--- config.mk ---
export PLATFORM = sky130hd
export DESIGN_NAME = ifu_pcgen
export DESIGN_NICKNAME = d
export VERILOG_FILES = /design/src/rtl/ifu_pcgen.sv
export SDC_FILE = /design/constraint.sdc
export NUM_CORES = 1
export LEC_CHECK = 0
export CORE_MARGIN = 5
export CORE_UTILIZATION = 47
export DETAILED_ROUTE_END_ITERATION = 7
export MAX_ROUTING_LAYER = met4
export PLACE_DENSITY_LB_ADDON = 0.05
export SKIP_CTS_REPAIR_TIMING = 1
export SKIP_LAST_GASP = 1
export SLEW_MARGIN = 20
export SYNTH_ARGS = -nofsm -noshare
export SYNTH_HDL_FRONTEND = slang
export SYNTH_SLANG_ARGS = --single-unit
--- constraint.sdc ---
create_clock -name clk -period 5.8 [get_ports clk]
set_input_delay 0.87 -clock clk [delete_from_list [all_inputs] [get_ports clk]]
set_output_delay 0.87 -clock clk [all_outputs]
set_load 0.01 [all_outputs]
--- src/rtl/ifu_pcgen.sv ---
// Instruction-fetch PC generator with a one-entry fetch buffer for the cirno9 core.
// Keeps at most one memory request outstanding; redirects kill the in-flight fetch and the buffer.
module ifu_pcgen #(
    parameter logic [31:0] RESET_PC = 32'h0000_0000
) (
    input  logic        clk,
    input  logic        rst,
    input  logic        i_setpc,
    input  logic [31:0] i_pc,
    input  logic [31:0] i_pcadd,
    output logic        hs_if4mem_val,
    input  logic        hs_mem4if_rdy,
    output logic [31:0] o_mem_addr,
    input  logic        hs_mem4if_val,
    input  logic [31:0] i_mem_data,
    output logic        hs_if4de_val,
    input  logic        hs_de4if_rdy,
    output logic [31:0] o_ir,
    output logic [31:0] o_ir_pc,
    output logic        o_flush
);

    typedef enum logic [1:0] {
        ST_FETCH     = 2'd0,
        ST_WAIT      = 2'd1,
        ST_WAIT_DROP = 2'd2
    } state_t;

    state_t      state_r;
    state_t      state_s;
    logic [31:0] pc_r;
    logic [31:0] pc_s;
    logic [31:0] req_pc_r;
    logic [31:0] req_pc_s;
    logic        buf_valid_r;
    logic        buf_valid_s;
    logic [31:0] buf_ir_r;
    logic [31:0] buf_ir_s;
    logic [31:0] buf_pc_r;
    logic [31:0] buf_pc_s;
    logic [31:0] tgt_s;
    logic        issue_s;
    logic        deq_s;

    // Redirect target is halfword aligned; the fetch address drops bit 1 separately.
    function automatic logic [31:0] redirect_target(input logic [31:0] base,
                                                    input logic [31:0] ofs);
        logic [31:0] sum;
        sum = base + ofs;
        return {sum[31:1], 1'b0};
    endfunction

    assign tgt_s      = redirect_target(i_pc, i_pcadd);
    assign o_mem_addr = {pc_r[31:2], 2'b00};
    assign o_ir       = buf_ir_r;
    assign o_ir_pc    = buf_pc_r;

    // Handshake outputs: a redirect suppresses both the fetch request and the decoder valid.
    always_comb begin
        hs_if4mem_val = 1'b0;
        hs_if4de_val  = 1'b0;
        o_flush       = 1'b0;
        if (rst) begin
            hs_if4mem_val = 1'b0;
            hs_if4de_val  = 1'b0;
            o_flush       = 1'b0;
        end else begin
            o_flush      = i_setpc;
            hs_if4de_val = buf_valid_r & ~i_setpc;
            if (state_r == ST_FETCH) begin
                hs_if4mem_val = ~i_setpc & (~buf_valid_r | hs_de4if_rdy);
            end else begin
                hs_if4mem_val = 1'b0;
            end
        end
    end

    assign issue_s = hs_if4mem_val & hs_mem4if_rdy;
    assign deq_s   = hs_if4de_val & hs_de4if_rdy;

    // Next-state logic: FSM transitions, PC advance, buffer fill/drain, redirect override.
    always_comb begin
        state_s     = state_r;
        pc_s        = pc_r;
        req_pc_s    = req_pc_r;
        buf_valid_s = buf_valid_r;
        buf_ir_s    = buf_ir_r;
        buf_pc_s    = buf_pc_r;

        if (deq_s) begin
            buf_valid_s = 1'b0;
        end else begin
            buf_valid_s = buf_valid_r;
        end

        case (state_r)
            ST_FETCH: begin
                if (issue_s) begin
                    req_pc_s = pc_r;
                    pc_s     = pc_r + 32'd4;
                    state_s  = ST_WAIT;
                end else begin
                    state_s  = ST_FETCH;
                end
            end
            ST_WAIT: begin
                if (hs_mem4if_val) begin
                    if (!i_setpc) begin
                        buf_ir_s    = i_mem_data;
                        buf_pc_s    = req_pc_r;
                        buf_valid_s = 1'b1;
                    end else begin
                        buf_ir_s    = buf_ir_r;
                    end
                    state_s = ST_FETCH;
                end else if (i_setpc) begin
                    state_s = ST_WAIT_DROP;
                end else begin
                    state_s = ST_WAIT;
                end
            end
            ST_WAIT_DROP: begin
                if (hs_mem4if_val) begin
                    state_s = ST_FETCH;
                end else begin
                    state_s = ST_WAIT_DROP;
                end
            end
            default: begin
                state_s = ST_FETCH;
            end
        endcase

        // Redirect wins over the +4 increment and over any buffer content.
        if (i_setpc) begin
            pc_s        = tgt_s;
            buf_valid_s = 1'b0;
        end else begin
            pc_s        = pc_s;
        end
    end

    // State registers with synchronous reset.
    always_ff @(posedge clk) begin
        if (rst) begin
            state_r     <= ST_FETCH;
            pc_r        <= RESET_PC;
            req_pc_r    <= RESET_PC;
            buf_valid_r <= 1'b0;
            buf_ir_r    <= 32'h0000_0000;
            buf_pc_r    <= RESET_PC;
        end else begin
            state_r     <= state_s;
            pc_r        <= pc_s;
            req_pc_r    <= req_pc_s;
            buf_valid_r <= buf_valid_s;
            buf_ir_r    <= buf_ir_s;
            buf_pc_r    <= buf_pc_s;
        end
    end

endmodule
==> summary.txt, run 1 <==
Min path
  • Worst Hold Class: register to register
  • Min-Delay Startpoint: o_ir[13]
  • Hold Crit Depth: 2
  • Hold Path End: o_ir[13]

Layout
  • Synth-to-layout area growth: 33.8%
  • Layout Cells excl Fill: 1259
  • ANT cells: 0
  • Fin nets: 1192
  • Layout cells sized above 1: 5.98%
  • Fin util: 63.6%

Setup path
  • Critical Path Slowest Stage Cell: clkdlybuf4s50_1
  • CP required: 4.93 ns
  • Critical path's largest stage delay: 0.58 ns
  • Reg2reg end: pc_r[30]
  • CP startpoint kind: input port
  • Worst-path cell chain: clkdlybuf4s50_1 > buf_4 > nand2b_1 > inv_1 > clkdlybuf4s50_1
  • CP Class: input port to output port
  • Reg-to-reg startpoint: state_r[0]
  • Crit path top cell by count: clkdlybuf4s50_1
  • Worst reg2reg setup slack: 3.09 ns
  • Worst reg2reg path depth: 7
  • Critical Path Source: i_setpc
  • CP Depth: 5
  • Max FO, Critical Path: 48
  • CP endpoint kind: output port
  • Worst path bufs/invs: 4
  • Crit path DAT: 2.91 ns
  • CP delay by family, top: buffers and inverters

Clock tree
  • CTS tree: yes
  • Cts bufs inserted: 17
  • CTS Root Cell: clkbuf_16
  • CTS HTree Levels: 4
  • Worst-Skew Late Latency: 0.41 ns
  • CTS max path bufs: 2
  • Clock-pin slew on the worst setup and hold paths: 0.05 ns
  • CTS sink count: 128

Power and ir drop
  • Cell area power density: 266 nW/um2
  • Power Total: 2540 uW
  • Max VDD drop: 0.000173 V
  • Static Leakage: 0.00346 uW

Logic synthesis
  • Post-Synthesis Cells: 925
  • Synth Area per Inst: 7.72 um2
  • Main synth FF type: dfxtp_1
  • Count leader, synth: nand2_1
  • Number of enable flip-flop cells after synthesis: 0
  • Share of the synthesized area in the top cell type: 35.9%
  • Netlist cell types: 71
  • Seq cells post-synth: 128
  • Async SR Flop Fraction: 0%
  • Post-synth top cells: 225 x nand2_1, 132 x a21oi_1, 128 x dfxtp_1
  • Top post-synthesis cells by area: dfxtp_1 36%, nand2_1 12%, a21oi_1 9.2%, ha_1 5.4%, buf_4 4.0%
  • Netlist Area Pre-Place: 7150 um2
  • Cell taking the most area after synthesis: dfxtp_1
  • Synth warn: 0
  • Sequential area share after synthesis: 35.9%

Global routing
  • Gr usage total: 21.3%
  • GR Overflow Total: 0
  • Pin count of the biggest net entering global routing: 95
  • First-pass GRT wire length: 30700 um
  • Initial antenna violation count: 0
  • Vias in the first global route: 6192

Floorplanning
  • Die width: 133 um
  • Top Ports: 201
  • Std cell rows: 45
  • Initial core utilization: 47.5%
  • Die height: 133 um
  • Die area: 17800 um2
  • Total core area: 15000 um2

STA
  • Fin. max-slew vios: 0
  • RSZ-0062 raised after global routing: no
  • Final Cycle Share: 65.2%
  • Final Skew: 0.00580 ns
  • Worst Tran Pin Value: 0.958 ns
  • Max-slew headroom: 36.1%
  • Fmax: 0.264 GHz
  • Total negative slack: 0 ns
  • Post-layout minimum cycle time: 3.78 ns
  • Hold Fails Final Rpt: 0
  • Final setup fails: 0
  • Slack of the critical path: 2.02 ns

Detailed routing
  • Drt drc: 0
  • First-pass DRT Iterations: 5
  • Vias: 6817
  • WL final: 19200 um
  • Starting DRT DRC Count: 431
  • Via/cell ratio: 5.41
  • Per-cell routed wire length: 15.3 um
  • Antenna Nets Post-Route: 0

Job
  • Max cap viols: 0

Placed design
  • Port bufs: 197
  • Final Wtd Congestion: 0.919
  • DP Cell Count: 1227
  • DP Worst Slack: 2.05 ns
  • Detailed placement HPWL: 13800 um

Run status
  • Status: complete, no violations
stage by stage:
stage               instance area (um2)  hold slack [ns]
floorplan                          7150            0.432
global placement                   8920            0.438
detailed placement                 8920            0.443
CTS                                9560            0.452
global route                       9560            0.469
finish                             9560            0.451
layout make-up:
| class | count | area, um2 |
|---|---|---|
| Fill cell | 1365 | 5470 |
| Multi-Input combinational cell | 701 | 4090 |
| Sequential cell | 128 | 2560 |
| Timing Repair Buffer | 201 | 2000 |
| Clock buffer | 21 | 460 |
| Tap cell | 188 | 235 |
| Clock inverter | 11 | 185 |
| Inverter | 9 | 33.8 |
per-layer routing:
metal | vias up | share of wire, % | track usage, % | wire [um]
met2 | 235 | 45 | 32.6 | 8630
met4 | 0 | 2.2 | 8.11 | 425
met1 | 3065 | 47 | 28.1 | 9040
met5 | - | 0 | - | 0
li1 | 3485 | - | - | -
met3 | 32 | 5.7 | 4.04 | 1100
registers in the layout (all words and copies together), names as in the netlist:
register and flops:
state_r 2, pc_r 31, o_ir 32, buf_valid_r 1, o_ir_pc 31, req_pc_r 31
worst max-delay path by stage:
stage                           to
after detailed placement   o_flush
after global routing       o_flush
final                      o_flush
after floorplan           pc_r[27]
after global placement     o_flush
after CTS                  o_flush
power by group:
group          internal, uW  leakage [uW]  switching, uW
registers               911       0.00104           46.0
clock network           782      0.000313            367
logic                   215       0.00211            223
cell families (layout without fill, tap and decap cells):
kind of cell / Yosys count / after routing / synth area share (%)
adder cells (fa/ha/maj): 32 / 32 / 5.71
other: 1 / 3 / 0.0525
buffers and inverters: 98 / 242 / 7.28
AO/OA/AOI/OAI: 248 / 248 / 22.6
multiplexers: 6 / 6 / 0.876
flip-flops: 128 / 128 / 35.9
XOR/XNOR: 35 / 35 / 4.29
AND/OR/NAND/NOR: 377 / 377 / 23.3
cell usage in the layout, fill, tap and decap left out, types with 5 or more instances in the layout:
cell / netlist / routed
o21bai_1: 6 / 6
nand4_1: 16 / 16
a2111oi_0: 5 / 5
a21o_1: 11 / 11
a31oi_1: 8 / 8
ha_1: 31 / 31
buf_4: 38 / 5
nor2_1: 57 / 56
xor2_1: 17 / 17
nand2_1: 225 / 225
dfxtp_1: 128 / 128
nand3_1: 21 / 20
a211oi_1: 20 / 20
and3_1: 13 / 12
clkbuf_16: 0 / 17
nor3_1: 9 / 9
o21ai_0: 20 / 20
xnor2_1: 18 / 18
nand2b_1: 9 / 8
inv_1: 9 / 9
clkdlybuf4s50_1: 0 / 196
a21oi_1: 132 / 132
bufinv_16: 0 / 5
worst min-delay path: cells and delay by family (launching register included):
family / cells / cell delay [ns]
DFF: 1 / 0.30
and+or+nand+nor: 1 / 0.05
AOI/OAI and AO/OA: 1 / 0.05
No activity file was read; power rests on OpenSTA's default activity.
==> run 2: changes to the inputs <==
==> constraint.sdc (replaced) <==
create_clock -name clk -period 3.5 [get_ports clk]
set_input_delay 0.525 -clock clk [delete_from_list [all_inputs] [get_ports clk]]
set_output_delay 0.525 -clock clk [all_outputs]
set_load 0.01 [all_outputs]
==> run 2 against run 1 <==
Against the previous run: register-to-register slack got worse by 1.9 ns; utilization rose by 0.32 points; sequential share of layout area decreased by 0.13 points; clock power up 60%; combinational power increased by 67%; highest routed layer unchanged.
==> summary.txt, run 2 (synthesis results as in run 1) <==
Detailed routing
  • Drt drc: 0
  • WL met1: 9350 um
  • Per-cell routed wire length: 15.1 um
  • Antenna Nets Post-Route: 0
  • Top sig layer: met4
  • Metal3 WL: 935 um
  • Via/cell ratio: 5.39
  • Met2 WL: 8610 um
  • WL final: 19100 um
  • Vias: 6827
  • First-pass DRT Iterations: 5
  • Starting DRT DRC Count: 319

Setup path
  • Critical Path Source: i_pc[1]
  • Worst reg2reg path depth: 6
  • CP endpoint kind: register
  • Reg-to-reg startpoint: state_r[0]
  • CP startpoint kind: input port
  • CP required: 3.77 ns
  • CP Class: input port to register
  • Crit path DAT: 3.15 ns
  • Max FO, Critical Path: 3

Layout
  • ANT cells: 0
  • Commonest non-fill, non-tap cell in the layout: nand2_1
  • Max reg flops: 32
  • Most frequent cells in the layout: 225 x nand2_1, 196 x clkdlybuf4s50_1, 132 x a21oi_1, 128 x dfxtp_1, 56 x nor2_1
  • Fin nets: 1199
  • Layout cells sized above 1: 6.77%
  • Fin util: 63.9%
  • Synth-to-layout area growth: 34.5%

STA
  • Fin. max-slew vios: 0
  • Max-slew headroom: 55.0%
  • Hold Fails Final Rpt: 0
  • RSZ-0062 raised after global routing: no
  • Worst Tran Pin Value: 0.675 ns
  • Fmax: 0.347 GHz
  • Final Cycle Share: 82.2%
  • Final setup fails: 0
  • Final Skew: 0.00919 ns
  • Post-layout minimum cycle time: 2.88 ns
  • Total negative slack: 0 ns

Min path
  • Worst Hold Class: input port to register
  • Hold Crit Depth: 2
  • Min-Delay Startpoint: rst

Clock tree
  • Worst-Skew Late Latency: 0.41 ns
  • CTS max path bufs: 2
  • CTS sink count: 128
  • CTS Root Cell: clkbuf_16
  • CTS HTree Levels: 4
  • Clock-pin slew on the worst setup and hold paths: 0.05 ns
  • Cts bufs inserted: 17
  • CTS tree: yes

Power and ir drop
  • Power Total: 4160 uW
  • Reg power frac: 38.0%
  • Max VDD drop: 0.000277 V
  • P_int: 3080 uW
  • Power share of the clock group: 44.3%
  • Static Leakage: 0.00349 uW
  • Sw Pwr: 1080 uW
  • Comb power frac: 17.6%
  • Cell area power density: 433 nW/um2
  • Switch share: 26.0%

Floorplanning
  • Top Ports: 201
  • Die width: 133 um
  • Initial core utilization: 47.5%
  • Total core area: 15000 um2
  • Die area: 17800 um2
  • Die height: 133 um
  • Std cell rows: 45

Job
  • Max cap viols: 0

Global routing
  • GR Overflow Total: 0
  • Gr usage total: 21.7%
  • First-pass GRT wire length: 31400 um
  • Pin count of the biggest net entering global routing: 66
  • Initial antenna violation count: 0
  • Vias in the first global route: 6329

Placed design
  • Detailed placement HPWL: 13900 um
  • Final Wtd Congestion: 0.862
  • Port bufs: 197

Run status
  • Status: complete, no violations
[run 2: path summary, 6_finish.rpt]
path                                     end  slack, ns
worst max-delay path                pc_r[22]       0.62
worst min-delay path            req_pc_r[28]       0.39
worst max register to register      pc_r[19]       1.21
worst min register to register    o_ir_pc[5]       0.45
[run 2: power by group through the flow]
stage	Clock (uW)	Sequential, uW	Combinational (uW)
global route	1940	1590	801
CTS	1870	1580	732
finish	1840	1580	733
floorplan	0	1590	487
global placement	0	1610	728
detailed placement	0	1610	727
[run 2: metrics by stage]
step	std cells	setup WS [ns]	area, um2	hold slack, ns
floorplan	927	0.944	7150	0.432
global placement	1234	0.294	8980	0.440
detailed placement	1234	0.237	8980	0.445
CTS	1266	0.661	9610	0.365
global route	1266	0.313	9610	0.374
finish	1266	0.621	9610	0.389
[run 2: critical path, cell delays in order]
cell	delay (ns)
clkdlybuf4s50_1	0.48
inv_1	0.06
fa_1	0.45
nand2b_1	0.18
a21oi_1	0.21
o21bai_1	0.16
a211oi_1	0.26
buf_4	0.17
nand2b_1	0.11
xnor2_1	0.09
a2111oi_0	0.45
[run 2: area by class of cell]
cell class	count	area [um2]
Clock buffer	18	439
Clock inverter	14	189
Fill cell	1398	5420
Inverter	9	33.8
Multi-Input combinational cell	701	4090
Sequential cell	128	2560
Tap cell	188	235
Timing Repair Buffer	208	2060
[run 2: metal layers]
metal  vias to the layer above  track usage (%)
li1                       3482                -
met3                        18             3.29
met5                         -                -
met1                      3116             29.2
met4                         0             6.46
met2                       211             34.0
==> run 3: changes to the inputs <==
--- a/config.mk
+++ b/config.mk
@@ -6,7 +6,7 @@
 export NUM_CORES = 1
 export LEC_CHECK = 0
 export CORE_MARGIN = 5
-export CORE_UTILIZATION = 47
+export CORE_UTILIZATION = 44
 export DETAILED_ROUTE_END_ITERATION = 7
 export MAX_ROUTING_LAYER = met4
 export PLACE_DENSITY_LB_ADDON = 0.05
==> constraint.sdc (replaced) <==
create_clock -name clk -period 2.4 [get_ports clk]
set_input_delay 0.36 -clock clk [delete_from_list [all_inputs] [get_ports clk]]
set_output_delay 0.36 -clock clk [all_outputs]
set_load 0.01 [all_outputs]
==> run 3 against run 2 <==
Against the previous run: total power up 50%; combinational power is 90% higher; global-route usage is 0.21 points lower; register-to-register slack got worse by 0.98 ns; non-clock buffer count rose by 105; sequential share of layout area decreased by 3.0 points; first-iteration DRC count rose by 26%; flip-flop and latch count unchanged; critical endpoint is now pc_r[23]; largest cell class unchanged.
==> summary.txt, run 3 (synthesis results as in run 1) <==
Detailed routing
  • Per-cell routed wire length: 15.0 um
  • Starting DRT DRC Count: 402
  • Via/cell ratio: 5.23
  • First-pass DRT Iterations: 5
  • WL final: 21000 um
  • Vias: 7312
  • Antenna Nets Post-Route: 0
  • Drt drc: 0

Job
  • Max cap viols: 0

Floorplanning
  • Top Ports: 201
  • Die area: 18900 um2
  • Total core area: 15900 um2
  • Std cell rows: 46
  • Die width: 137 um
  • Die height: 137 um
  • Initial core utilization: 45.0%

STA
  • Fin. max-slew vios: 0
  • Final setup fails: 0
  • RSZ-0062 raised after global routing: yes
  • Hold Fails Final Rpt: 0
  • Fmax: 0.419 GHz
  • Slack of the critical path: 0.0111 ns
  • Worst Tran Pin Value: 0.549 ns
  • Final Cycle Share: 99.5%
  • Post-layout minimum cycle time: 2.39 ns
  • Max-slew headroom: 63.0%
  • WHS: 0.215 ns
  • Final Skew: 0.0121 ns

Power and ir drop
  • Max VDD drop: 0.000377 V
  • Cell area power density: 578 nW/um2
  • Power Total: 6250 uW
  • Static Leakage: 0.00411 uW

Setup path
  • Crit path DAT: 2.68 ns
  • Worst reg2reg path depth: 6
  • Reg2reg end: pc_r[19]
  • Critical Path Slowest Stage Cell: clkdlybuf4s50_1
  • CP Class: input port to register
  • CP delay by family, top: compound AO/OA/AOI/OAI gates
  • Worst path bufs/invs: 2
  • Critical path's largest stage delay: 0.45 ns
  • Max FO, Critical Path: 4
  • Reg-to-reg startpoint: state_r[0]
  • Worst-path cell chain: clkdlybuf4s50_1 > ha_4 > a21o_1 > a21o_2 > a221oi_4 > buf_6 > o2111ai_4 > a2111oi_4 > a2111oi_2 > and3_1
  • Worst reg2reg setup slack: 0.23 ns
  • CP startpoint kind: input port
  • CP endpoint kind: register
  • CP required: 2.70 ns

Layout
  • Layout cells sized above 1: 18.0%
  • Commonest non-fill, non-tap cell in the layout: nand2_1
  • Synth-to-layout area growth: 51.3%
  • Fin util: 68.0%
  • Fin nets: 1304
  • Max reg flops: 32
  • ANT cells: 0
  • Most frequent cells in the layout: 225 x nand2_1, 186 x clkdlybuf4s50_1, 128 x dfxtp_1, 126 x a21oi_1, 112 x buf_4

Clock tree
  • Cts bufs inserted: 17
  • CTS sink count: 128
  • CTS HTree Levels: 4
  • CTS tree: yes
  • CTS Root Cell: clkbuf_16
  • Worst-Skew Late Latency: 0.41 ns
  • Clock-pin slew on the worst setup and hold paths: 0.06 ns
  • CTS max path bufs: 2

Global routing
  • First-pass GRT wire length: 32200 um
  • Gr usage total: 21.5%
  • Pin count of the biggest net entering global routing: 123
  • GR Overflow Total: 0
  • Vias in the first global route: 6591
  • Initial antenna violation count: 0

Min path
  • Worst Hold Class: input port to register
  • Hold Path End: pc_r[27]
  • Min-Delay Startpoint: rst
  • Hold Crit Depth: 2

Placed design
  • DP Worst Slack: -0.609 ns
  • Port bufs: 197
  • Final Wtd Congestion: 0.880
  • Detailed placement HPWL: 15300 um

Run status
  • Status: complete, no violations
run 3: cell count changes in the layout (fill, tap and decap cells not counted), moves of 6 or more:
cell             before  now
buf_4                11  112
clkdlybuf4s50_1     196  186
dlymetal6s2s_1        0   10
ha_1                 31   21
ha_4                  0    9
a21oi_1             132  126
run 3: layout make-up:
cell class | instances | area [um2]
multi-input combinational | 701 | 4430
timing repair buffer | 313 | 2910
sequential | 128 | 2560
clock inverter | 13 | 163
fill | 1402 | 5080
tap | 216 | 270
clock buffer | 18 | 439
inverter | 9 | 33.8
run 3: metal layers:
metal | vias up | part of all wire [%] | wire length (um) | global-route usage, %
met4 | 0 | 1.6 | 346 | 6.15
met3 | 25 | 7.2 | 1510 | 3.62
met5 | - | 0 | 0 | -
li1 | 3701 | - | - | -
met1 | 3318 | 45 | 9410 | 28.7
met2 | 268 | 46 | 9730 | 33.7
run 3: worst max path at each step:
stage | endpoint | startpoint | slack, ns | depth (start not counted)
after floorplan | pc_r[27] | i_pc[10] | 0.009 | 8
after global placement | pc_r[27] | i_pc[8] | -0.56 | 10
after detailed placement | pc_r[30] | i_pc[1] | -0.61 | 11
after CTS | pc_r[30] | i_pc[1] | -0.19 | 11
after global routing | pc_r[23] | i_pcadd[9] | -0.07 | 10
final | pc_r[23] | i_pcadd[9] | 0.01 | 10
run 3: power breakdown:
group          internal (uW)  switching (uW)  total [uW]
clock                   1660             912        2570
sequential              2200            91.8        2290
combinational            731             658        1390
total                   4590            1660        6250
run 3: per-stage QoR:
step                      std cells  instance area [um2]  setup TNS (ns)
after floorplan                 927                 7150               0
after global placement         1363                 9800           -9.12
after detailed placement       1363                 9800           -9.79
after CTS                      1394                10400           -1.04
after global routing           1398                10800          -0.285
final                          1398                10800               0
run 3: worst register-to-register path, delay by kind of cell, from the launching register on:
| family | cells | cell delay (ns) |
|---|---|---|
| compound gates | 3 | 0.68 |
| buf+inv | 1 | 0.26 |
| flops | 1 | 0.36 |
| simple gates | 2 | 0.76 |
